### config.mk
export PLATFORM = sky130hd
export DESIGN_NAME = odd_even_merge
export DESIGN_NICKNAME = d
export VERILOG_FILES = /design/src/rtl/odd_even_merge.sv
export SDC_FILE = /design/constraint.sdc
export NUM_CORES = 1
export LEC_CHECK = 0
export ABC_AREA = 1
export ABC_CLOCK_PERIOD_IN_PS = 2000
export BUFFER_PORTS_ARGS = -buffer_cell sky130_fd_sc_hd__buf_2
export CAP_MARGIN = 25
export CORE_ASPECT_RATIO = 0.7
export CORE_MARGIN = 2
export CORE_UTILIZATION = 40
export CTS_CLUSTER_DIAMETER = 60
export DETAILED_ROUTE_END_ITERATION = 10
export GPL_TIMING_DRIVEN = 0
export PLACE_DENSITY = 0.57
export SLEW_MARGIN = 20
export SYNTH_ARGS = -nofsm -noshare
export SYNTH_HDL_FRONTEND = slang
export SYNTH_SLANG_ARGS = --single-unit
### constraint.sdc
create_clock -name clk_i -period 2 [get_ports clk_i]
set_input_delay 0.2 -clock clk_i [delete_from_list [all_inputs] [get_ports clk_i]]
set_output_delay 0.2 -clock clk_i [all_outputs]
set_load 0.02 [all_outputs]
### src/rtl/odd_even_merge.sv
// Pairs alternating odd/even nibbles from the shunt stage into bytes {even,odd},
// checks them against the 9..1,F frame sequence and queues bytes in a FWFT FIFO.
module odd_even_merge #(
    parameter int DEPTH  = 4,
    parameter int FCNT_W = 8
) (
    input  logic              clk_i,
    input  logic              rst_ni,
    input  logic              en_i,
    input  logic              dclk_i,
    input  logic [3:0]        odd_i,
    input  logic [3:0]        even_i,
    output logic [7:0]        out_data_o,
    output logic              out_valid_o,
    input  logic              out_ready_i,
    output logic [FCNT_W-1:0] frame_cnt_o,
    output logic              seq_err_o,
    output logic              overflow_o
);

    localparam int AW = $clog2(DEPTH);

    typedef enum logic [1:0] {
        IDLE      = 2'd0,
        WAIT_EVEN = 2'd1,
        WAIT_ODD  = 2'd2
    } state_t;

    state_t            state_q, state_d;
    logic [3:0]        lo_q, lo_d;
    logic [3:0]        exp_q, exp_d;
    logic              seq_err_q, seq_err_d;
    logic              overflow_q, overflow_d;
    logic [FCNT_W-1:0] frame_cnt_q, frame_cnt_d;

    logic [7:0]        mem_q [DEPTH];
    logic [AW-1:0]     wr_ptr_q, rd_ptr_q;
    logic [AW:0]       count_q;

    logic              nib_accept;
    logic [3:0]        nib;
    logic              pair_done;
    logic [7:0]        pair_byte;
    logic              full;
    logic              pop;
    logic              push_ok;

    // Values outside 9..1,F can never match, so they restart the frame at 9.
    function automatic logic [3:0] seq_succ(input logic [3:0] v);
        logic [3:0] s;
        if (v == 4'hF)
            s = 4'h9;
        else if (v == 4'h1)
            s = 4'hF;
        else if (v >= 4'h2 && v <= 4'h9)
            s = v - 4'h1;
        else
            s = 4'h9;
        return s;
    endfunction

    assign full        = (count_q == (AW+1)'(DEPTH));
    assign out_valid_o = (count_q != '0);
    assign out_data_o  = out_valid_o ? mem_q[rd_ptr_q] : 8'h00;
    assign pop         = out_valid_o && out_ready_i;
    assign push_ok     = pair_done && (!full || pop);
    assign frame_cnt_o = frame_cnt_q;
    assign seq_err_o   = seq_err_q;
    assign overflow_o  = overflow_q;

    always_comb begin
        state_d     = state_q;
        lo_d        = lo_q;
        exp_d       = exp_q;
        seq_err_d   = seq_err_q;
        overflow_d  = overflow_q;
        frame_cnt_d = frame_cnt_q;
        nib_accept  = 1'b0;
        nib         = 4'h0;
        pair_done   = 1'b0;
        pair_byte   = 8'h00;

        // Only the bus selected by dclk is ever read; the other one is floating.
        if (!en_i) begin
            state_d = IDLE;
        end else begin
            case (state_q)
                IDLE: begin
                    if (!dclk_i) begin
                        lo_d       = odd_i;
                        nib        = odd_i;
                        nib_accept = 1'b1;
                        state_d    = WAIT_EVEN;
                    end
                end
                WAIT_EVEN: begin
                    if (dclk_i) begin
                        nib        = even_i;
                        nib_accept = 1'b1;
                        pair_done  = 1'b1;
                        pair_byte  = {even_i, lo_q};
                        state_d    = WAIT_ODD;
                    end else begin
                        seq_err_d  = 1'b1;
                        lo_d       = odd_i;
                        nib        = odd_i;
                        nib_accept = 1'b1;
                    end
                end
                WAIT_ODD: begin
                    if (!dclk_i) begin
                        lo_d       = odd_i;
                        nib        = odd_i;
                        nib_accept = 1'b1;
                        state_d    = WAIT_EVEN;
                    end else begin
                        seq_err_d  = 1'b1;
                    end
                end
                default: state_d = IDLE;
            endcase
        end

        if (nib_accept) begin
            if (nib != exp_q)
                seq_err_d = 1'b1;
            exp_d = seq_succ(nib);
        end

        if (pair_done) begin
            if (pair_byte[7:4] == 4'hF)
                frame_cnt_d = frame_cnt_q + FCNT_W'(1);
            if (full && !pop)
                overflow_d = 1'b1;
        end
    end

    always_ff @(posedge clk_i or negedge rst_ni) begin
        if (!rst_ni) begin
            state_q     <= IDLE;
            lo_q        <= 4'h0;
            exp_q       <= 4'h9;
            seq_err_q   <= 1'b0;
            overflow_q  <= 1'b0;
            frame_cnt_q <= '0;
        end else begin
            state_q     <= state_d;
            lo_q        <= lo_d;
            exp_q       <= exp_d;
            seq_err_q   <= seq_err_d;
            overflow_q  <= overflow_d;
            frame_cnt_q <= frame_cnt_d;
        end
    end

    always_ff @(posedge clk_i or negedge rst_ni) begin
        if (!rst_ni) begin
            wr_ptr_q <= '0;
            rd_ptr_q <= '0;
            count_q  <= '0;
        end else begin
            if (push_ok)
                wr_ptr_q <= wr_ptr_q + AW'(1);
            if (pop)
                rd_ptr_q <= rd_ptr_q + AW'(1);
            case ({push_ok, pop})
                2'b10:   count_q <= count_q + (AW+1)'(1);
                2'b01:   count_q <= count_q - (AW+1)'(1);
                default: count_q <= count_q;
            endcase
        end
    end

    // Storage needs no reset: out_data is masked while the FIFO is empty.
    always_ff @(posedge clk_i) begin
        if (push_ok)
            mem_q[wr_ptr_q] <= pair_byte;
    end

endmodule

Yosys cells after proc, flatten, opt, wreduce, memory -nomap -nowiden --
Memory sizes are Yosys's and may differ from the RTL's. Index checks and enable logic that the tools add are counted.
Word-level totals: memory bits (writable) 32, bits in registers 27, output and inout port bits 19, memory bits (read-only) 0, latch bits 0, memories kept 1, logic and storage cells 76
Memory list:
- mem_q | words 4, width 8, read ports 1, clocked after Yosys merged registers in 0, write ports 1, RTL line 36 | logic [7:0] mem_q [DEPTH];
Cells by class: shift operators 0, $add $sub $neg 6, divide/modulo/power cells 0, reductions and logical operators 16, equal/unequal tests 11, muxes and demuxes 30, multipliers 0, magnitude comparators 2, bitwise gates (word level) 1
Operators by type and width (number):
- two-way mux 8 bit | 4
- two-way mux 4 bit | 6
- two-way mux 1 bit | 12
- adder 8 x 1 -> 8 bit, second input constant | 1
- equality test 4 bit, second input constant | 2
- case mux 4 bit (2 select lines) | 1
- two-way mux 2 bit | 3
- != test 3 bit, second input constant | 2
- case mux 3 bit (2 select lines) | 1
- AND reduction 2 bit | 3
- adder 2 x 1 -> 2 bit, second input constant | 2
- equality test 2 x 1 -> 1 bit, second input constant | 2
- equality test 2 bit, second input constant | 2
- equality test 4 x 1 -> 1 bit, second input constant | 1
- >= comparator 4 x 2 -> 1 bit, second input constant | 1
- <= comparator 4 bit, second input constant | 1
- logical AND 1 bit | 4
- != test 4 bit | 1
- case mux 1 bit (2 select lines) | 2
- case mux 2 bit (2 select lines) | 1
- subtractor 4 x 1 -> 4 bit, second input constant | 1
- adder 3 x 1 -> 3 bit, second input constant | 1
- equality test 3 bit, second input constant | 1
- AND reduction 3 bit | 1
- 9 further kinds | 10

Depth between registers and ports, before layout --
Gate-level depths: netlist (run 1).
word-level depth 9, depth in mapped cells 15

Worst setup path before layout (run 1) --
Ideal clock, no wire load.
path kind register -> register, start point register state_q[0], end point register exp_q[1], required time 1.883 ns, setup time 0.117 ns, arrival 1.894 ns, cell stages (with the launch flop) 16, path slack -0.011 ns, path buffers 0, cell sequence dfrtp_1 > inv_1 > ha_1 > nor2_1 > nand2_1 > nand2_1 > nor2_1 > ha_1 > nor2_1 > nor2_1 > nor2_1 > inv_1 > nand3_1 > nand2_1 > nand2_1 > nand2_1
On the way: longest elaborated chain between the ends 9, elaborated cells between the ends (all ways) 17, classes of those cells add/sub (1); order compare (2); eq/ne (4); mux (7); reduce/logical (3)
Ends and longest elaborated chain:
- start, declared | RTL line 29 | state_t state_q, state_d;
- start signal, assigned | RTL line 147 | state_q <= state_d;
- equality test 2 bit or logical NOT 2 bit (tied branches) | RTL line 87 | case (state_q)
- OR reduction 2 bit (no source line)
- case mux 4 bit (2 select lines) | RTL line 87
- two-way mux 4 bit | RTL line 84 | if (!en_i) begin
- >= comparator 4 x 2 -> 1 bit or <= comparator 4 bit (tied branches) | RTL line 55 | else if (v >= 4'h2 && v <= 4'h9)
- logical AND 1 bit | RTL line 55
- two-way mux 4 bit | RTL line 55
- two-way mux 4 bit | RTL line 53 | else if (v == 4'h1)
- two-way mux 4 bit | RTL line 51 | if (v == 4'hF)
- end signal, assigned | RTL line 149 | exp_q <= exp_d;
- end, declared | RTL line 31 | logic [3:0] exp_q, exp_d;
Several ways; a longest one is shown, not always the timed one. A chain may end at the register's enable or synchronous reset.

Final worst setup path (run 1) --
start point register state_q[1], end point register exp_q[2]
The elaborated chain is that of the path after synthesis.

==> results.txt, run 1 <==
- The signal on the critical path passes through inv_2 -> ha_4 -> clkinvlp_4 -> a21oi_4 -> nand2_4 -> ha_4 -> nor2_4 -> nor2_2 -> nor2_2 -> inv_2 -> nand3_1 -> nand2_1 -> nand2_1 -> nand2_1.
- The commonest cells after synthesis are 64 x nand2_1, 64 x nor2_1, 43 x inv_1.
- The congestion estimate from routability-driven global placement came to 0.8408.
* Final clock period utilization by the worst path: 102.3%
* Simple-gate portion of the synthesized area: 22.41%
- Total count of hold-check failures in the final report: 0
* Remaining Overflow, GRT: 0
- Of the total power, registers draw 34.5%.
* Fmax: 488.9 MHz
- TritonCTS buffer count: 9
- After detailed routing, the number of remaining DRC violations is 0.
- The endpoint identified for the worst register-to-register timing path is exp_q[2].
- Data on the critical path is required at its endpoint by 2.24 ns.
- First-pass GRT wire length: 10.96 mm
* Proportion of power drawn by combinational gates: 41.5%
* Cell with the largest stage delay on the worst path: dfrtp_1
* Number of buffers added on ports: 31
* Sink of the worst hold path: lo_q[2]
- Clock slew at the register clock pins of the worst setup and hold paths: 0.08 ns
* Ys async rst share: 45.76%
- After synthesis, the largest family of logic cells by area is simple AND/OR/NAND/NOR gates.
- Dominant cells by area after synthesis: edfxtp_1 31%, dfrtp_1 20%, nand2_1 7.9%, nor2_1 7.9%, ha_1 5.3%
- Clock latency on the worst-skew pair, taken at its later pin, is 0.34 ns.
- The final reports fail on negative setup slack.
- Across the routed clock network, the largest skew measured is 0.01372 ns.
- Summed over all instances, the cell type with the most area after synthesis is edfxtp_1.
- Across the VDD grid, the largest voltage drop is 0.0005630 V.
- The startpoint identified for the worst hold timing path is odd_i[2].
- After technology mapping, the gate count stands at 335.
- After floorplanning, the core was divided into 26 placement rows.
- Total power for the finished layout comes to 4.569 mW.
* Multiplexer share of the synthesized area: 2.209%
* Setup slack, reg-to-reg: -0.05 ns
- Area enclosed by the die boundary: 8375 µm²
- Yosys printed 0 warnings.
* Detail Placement HPWL: 4.424 mm
* Data arrival, critical path: 2.29 ns
* Hold Path Depth: 2
- Across all setup checks in the final design, the least slack found is -0.04529 ns.
- Before CTS, the worst setup slack after placement is -0.6260 ns.
* Standby leakage power: 1.856 nW
- For this run, the total global-route usage over all layers was measured as 17.25%.
* Vias post-DR: 2419
- Type of the worst setup path: reg -> reg
- For this design the total switching power over the nets is 1.784 mW.
* Slowest cell delay on critical path: 0.42 ns
- Max-cap violations in this run came to 0.
* Maximum clock insertion buffer count: 2
* Kind of end point of the critical path: flip-flop
- Summing the areas of all compound-gate instances in the mapped netlist gives 6.748% of the synthesized area.
- Count of inserted antenna diode cells: 0
- For this block, the routed nets add up to 6.844 mm of wire.
- In this run switching power makes up 39.06% of total power.
- Antenna violations before repair: 0
* Sequential element share of the synthesized area: 53.58%
* Number of search-and-repair iterations in the first detailed-routing pass: 4
- The internal portion of the total power is 2.784 mW.
- Syn_area_per_cell: 9.132 µm²
* Hold slack: 0.1349 ns
- Slew of the pin with the lowest slew margin: 0.6344 ns
- Final Setup Violations: 4
- Number of H-tree levels: 3
- Power density normalized to cell area: 1147 nW/µm²
* Clock tree from TritonCTS: built
* Number of global-route vias before repair: 2260
- Share of the synthesized netlist area taken by xor and xnor gates: 3.149%
* Syn-to-layout area delta: 30.18%
* Synth Cell Area: 3059 µm²
- Clock tree synthesis selected as its root buffer the cell clkbuf_8.
- In this run the horizontal extent of the chip is 108.5 µm.
* Worst min path class: in -> reg
- In this run the tightest slew margin relative to its limit is 57.71%.
- Mapped Nets: 362
- Post-Layout Inst Area: 3983 µm²
* Predominant post-synthesis flop cell: edfxtp_1
* Crit. path cell count: 14
* Number of inserted filler cells in the final layout: 668
* Die Ht: 77.17 µm
* Number of clock sinks: 59
- Result of the run: finished with violations
- Of the total synthesized cell area, the portion taken by full adders, half adders and majority gates is 5.971%.
- RR Startpoint: state_q[1]
* Initial DRC count: 114
- In this run the biggest area consumer among cell types represents 31.41% of the synthesized area.
- The most numerous cell type found on the critical path is nand2_1.
- In this run the remaining antenna-violating nets after routing total 0.
* Buf+Inv Stages, Crit Path: 3
- Cells with a size suffix above 1 make up 31.37% of the layout.
- Setup repair after global routing could not meet its margin everywhere.
* Post-synth EDFFs: 32
* Final net count: 430
- Cell family with the largest share of critical-path delay: simple AND/OR/NAND/NOR gates
- Fin. max-slew vios: 0
- The total area inside the core boundary comes to 7352 µm².
- Number of primary I/O pins: 32
- The netlist uses 30 different library cells.
* Clk network pwr share: 24.0%
- After layout, the minimum clock period comes to 2.045 ns.
* Register bit count reported by yosys: 59
- The worst setup path is launched from a flip-flop.
- Along the worst path, the maximum fanout reaches 7.
- Entering global routing, the biggest net connects 28 pins.
- Routed wire length per instance: 13.53 µm
- Area after DPL: 3339 µm²
- For this configuration, the core starts out at a cell density of 41.61%.
* R2R depth: 14
- Detail-routed via count per cell: 4.781
power by group through the flow:
stage,clock network [mW],registers (mW),logic (mW)
floorplan,0,1.58,1.09
global placement,0,1.57,1.52
detailed placement,0,1.58,1.55
CTS,1.13,1.59,1.68
global route,1.18,1.60,2.13
finish,1.10,1.58,1.89
registers in the layout (all words and copies together) (netlist names):
signal       count
wr_ptr_q         2
mem_q           32
lo_q             4
rd_ptr_q         2
overflow_o       1
exp_q            4
count_q          3
seq_err_o        1
state_q          2
frame_cnt_o      8
through the flow:
stage,TNS (ns),instances,util [%]
finish,-0.08859,506,54.17
global placement,-20.42,464,45.42
global route,-0.7789,506,54.17
detailed placement,-20.19,464,45.42
CTS,0,493,51.75
floorplan,0,335,-
final cells by class:
cell class,count,area (µm²),area share (%)
plain buffers,2,18.77,0.4713
clock buffers,9,123.9,3.110
clock inverters,7,76.32,1.916
inverters,44,175.2,4.398
multi-input cells,228,1410,35.41
flip-flops and latches,59,1640,41.19
well taps,98,122.6,3.079
repair buffers,59,415.4,10.43
worst register-to-register path: stages, from the launching register on:
cell	delay [ns]
dfrtp_1	0.42
inv_2	0.11
ha_4	0.20
clkinvlp_4	0.16
a21oi_4	0.21
nand2_4	0.10
ha_4	0.18
nor2_4	0.08
nor2_2	0.05
nor2_2	0.15
inv_2	0.07
nand3_1	0.08
nand2_1	0.05
nand2_1	0.05
nand2_1	0.05
per-layer routing:
layer	share of wire, %	GRT usage (%)
met4	1.5	5.385
met5	0	0
met1	47	23.36
met3	4.8	4.167
met2	47	27.25
repair_timing:
action,CTS,global route
gates cloned,0,0
endpoints found under the hold margin,25,0
setup buffers,14,13
hold buffers,1,0
setup endpoints to repair,46,25
gates resized for setup,33,25
pin swaps,8,12
cell usage in the layout (no fill, tap or decap), types with 5 or more instances in the layout:
| master | netlist | final |
|---|---|---|
| nand2_1 | 64 | 58 |
| nor2_1 | 64 | 55 |
| inv_1 | 43 | 36 |
| edfxtp_1 | 32 | 32 |
| buf_2 | 1 | 30 |
| buf_4 | 0 | 24 |
| o21ai_0 | 25 | 24 |
| dfrtp_1 | 25 | 24 |
| a21oi_1 | 12 | 12 |
| nand3_1 | 15 | 11 |
| xor2_1 | 11 | 11 |
| clkbuf_8 | 0 | 9 |
| nor2_4 | 1 | 8 |
| ha_1 | 13 | 8 |
| mux2_2 | 6 | 6 |
| inv_2 | 1 | 5 |
cells by family after synthesis:
group,after synthesis
buffers and inverters,48
and+or+nand+nor,157
adders and majority gates,14
AOI/OAI and AO/OA,40
DFF,59
muxes,6
xor gates and xnor gates,11
worst max path at each step:
stage,startpoint,to,slack [ns]
finish,state_q[1],exp_q[2],-0.05
global route,state_q[0],exp_q[2],-0.18
CTS,state_q[0],exp_q[1],0.007
detailed placement,state_q[1],mem_q[1][5],-0.63
global placement,state_q[1],mem_q[3][5],-0.62
floorplan,state_q[1],exp_q[1],0.02
Power figures use the tool's default switching activity.
==> run 2: changes to the inputs <==
Settings changed: ABC_CLOCK_PERIOD_IN_PS 2000 to not set, CORE_ASPECT_RATIO 0.7 to not set, CORE_MARGIN 2 to 10.
==> results.txt, run 2 (synthesis gave the netlist of run 1 again) <==
- The number of failing setup endpoints in the final timing report is 5 (+1).
* Final worst clock skew: 0.008321 ns (-0.005403 ns)
- The minimum period implied by the final worst setup slack was 2.090 ns (+0.04433 ns).
- The net switching share of the total power is 38.08% (-0.98 points).
- Final clock period utilization by the worst path: 104.5% (+2.2 points)
- TritonCTS built the clock tree.
* Standby leakage power: 1.823 nW (-1.8%)
- GP Congestion: 0.8260 (-1.8%)
- Data arrival, critical path: 2.37 ns (+0.08 ns)
- The detailed-routing iteration count for the pre-antenna-repair pass is 4 (unchanged).
* Critical-path cell list: inv_2 -> ha_4 -> nand3_1 -> nand2_2 -> inv_1 -> nor2_4 -> ha_4 -> nor2_2 -> nor2_1 -> nor2_1 -> buf_4 -> nor2_1 -> nand3_1 -> nand2_1 -> inv_1
- The combinational share of power was 39.2% (-2.3 points).
* Root Buffer: clkbuf_8
* Worst min path class: in -> reg
- Type of element launching the critical path: flip-flop
- The post-route antenna net violation count was 0 (unchanged).
- TritonCTS buffer count: 9 (unchanged)
* Worst-path fanout max: 7 (unchanged)
- Power density normalized to cell area: 1159 nW/µm² (+0.99%)
- Number of global-route vias before repair: 2367 (+4.7%)
- STA classifies the critical path endpoint as a flip-flop.
- Die W: 107.5 µm (-0.99%)
- The final count of hold timing violations is 0 (unchanged).
- The quantity of I/O buffers inserted on ports is 31 (unchanged).
- Post-route worst setup slack: -0.08962 ns (-0.04433 ns)
* Clk network pwr share: 25.8% (+1.8 points)
- Syn-to-layout area delta: 28.43%
- The flow ran to the end, but the final reports show violations.
* Slowest cell delay on critical path: 0.43 ns (about the same)
* Number of clock sinks: 59 (unchanged)
- Max-cap viol count: 0 (unchanged)
- Maximum clock insertion buffer count: 2 (unchanged)
- The largest net degree at the start of global routing was 28 (unchanged).
- The die area is 11550 µm² (+38%).
* Hold slack: 0.1393 ns (+0.004373 ns)
* Violated checks: negative setup slack
* Die Ht: 107.5 µm (+39%)
* Unrepaired setup endpoints after global routing: yes
- Number of primary I/O pins: 32 (unchanged)
* Fin. max-slew vios: 0 (unchanged)
* Buf+Inv Stages, Crit Path: 4 (+1)
* Gr usage total: 12.30% (-4.9 points)
- Drt total wl: 6.910 mm (+0.96%)
- Net load switching power: 1.733 mW (-2.9%)
- Number of H-tree levels: 3 (unchanged)
- Slew of the pin with the lowest slew margin: 0.6050 ns (-0.02937 ns)
- The post-route setup TNS was -0.2838 ns (-0.1952 ns).
- The most numerous cell type found on the critical path is nor2_1.
* Type of the worst setup path: reg -> reg
- Clock slew at the register clock pins of the worst setup and hold paths: 0.07 ns (about the same)
- Register with the most flip-flops: mem_q
- The peak supply drop came to 0.0004663 V (-17%).
* Initial standard-cell utilization of the core: 41.73% (+0.12 points)
* First-pass GRT wire length: 11.27 mm (+2.8%)
- Floorplan row count: 31 (+19%)
- The fraction of layout instances using a drive strength above 1 is 28.50% (-2.9 points).
- The internal cell power came to 2.819 mW (+1.2%).
* Source-to-sink clock delay at the later pin of the worst-skew pair: 0.34 ns (about the same)
* Detail-routed via count per cell: 4.762 (-0.40%)
* Leading cell type in the layout, fill and taps excluded: nand2_1
- The placeable core area came to 7331 µm² (-0.29%).
- Cell with the largest stage delay on the worst path: dfrtp_1
* Initial DRC count: 97 (-15%)
- The top achievable clock speed was 478.6 MHz (-2.1%).
* Required time of the critical path: 2.28 ns (+0.04 ns)
* Final net count: 422 (-1.9%)
- The number of antenna diodes is 0 (unchanged).
- The total vias in the final route is 2376 (-1.8%).
* Number of inserted filler cells in the final layout: 660 (-1.2%)
- Antenna violations before repair: 0 (unchanged)
- The sequential share of power came to 35.1% (+0.6 points).
- Worst max-slew margin expressed relative to the limit: 59.67% (+2.0 points)
* Remaining Overflow, GRT: 0 (unchanged)
- Detail Placement HPWL: 4.582 mm (+3.6%)
- In the layout the commonest cells are 58 x nand2_1, 57 x nor2_1, 38 x inv_1, 32 x edfxtp_1, 31 x buf_2.
- DRC Markers: 0 (unchanged)
- The routed length per instance was 13.85 µm (+2.4%).
- Cell family with the largest share of critical-path delay: simple AND/OR/NAND/NOR gates
* Flip-flop count of the largest register, all copies and words added: 32 (unchanged)
## run 2: what timing repair did
item,in CTS,in global routing
pin swaps,8,11
buffers inserted,10,9
hold endpoints to repair,25,0
endpoints found under the setup margin,45,42
hold buffers,1,0
resized for setup,35,14
## run 2: worst paths after layout
| check | from | endpoint | slack, ns | depth (start not counted) |
|---|---|---|---|---|
| worst max-delay path | state_q[1] | exp_q[3] | -0.09 | 15 |
| worst max register to register | state_q[1] | exp_q[3] | -0.09 | 15 |
| max in group asynchronous | rst_ni | rd_ptr_q[1] | 1.16 | 2 |
| worst min register to register | overflow_o | overflow_o | 0.47 | 1 |
| min in group asynchronous | rst_ni | exp_q[1] | 0.40 | 2 |
| worst min-delay path | odd_i[3] | lo_q[3] | 0.14 | 2 |
## run 2: power by group through the flow
stage / registers, mW / logic (mW) / clock network (mW)
after floorplan: 1.58 / 1.09 / 0
after global placement: 1.57 / 1.54 / 0
after detailed placement: 1.58 / 1.56 / 0
after CTS: 1.60 / 1.68 / 1.19
after global routing: 1.62 / 2.01 / 1.25
final: 1.60 / 1.78 / 1.17
## run 2: final cells by class
class / instances / area, µm² / share of cell area, %
clock inverter: 7 / 92.59 / 2.357
buffer: 2 / 18.77 / 0.4777
tap: 99 / 123.9 / 3.153
timing repair buffer: 51 / 357.8 / 9.108
multi-input combinational: 228 / 1398 / 35.57
inverter: 44 / 172.7 / 4.395
sequential: 59 / 1642 / 41.78
clock buffer: 9 / 123.9 / 3.153
## run 2: metal layers
metal / track usage, % / vias to the layer above / routed length, µm
met4: 5.630 / 0 / 141
met3: 3.892 / 16 / 382
met1: 14.42 / 1100 / 3091
met2: 20.11 / 53 / 3295
met5: 0 / - / 0
li1: - / 1207 / -
## run 2: stage by stage
stage	utilization, %	power [mW]	setup slack (ns)	cell area, µm²	instances
global placement	45.57	3.112	-0.5782	3341	465
finish	53.59	4.552	-0.08962	3929	499
CTS	51.89	4.469	0.01250	3804	490
detailed placement	45.57	3.138	-0.5787	3341	465
global route	53.59	4.880	-0.2530	3929	499
floorplan	-	2.668	0.01753	3062	335
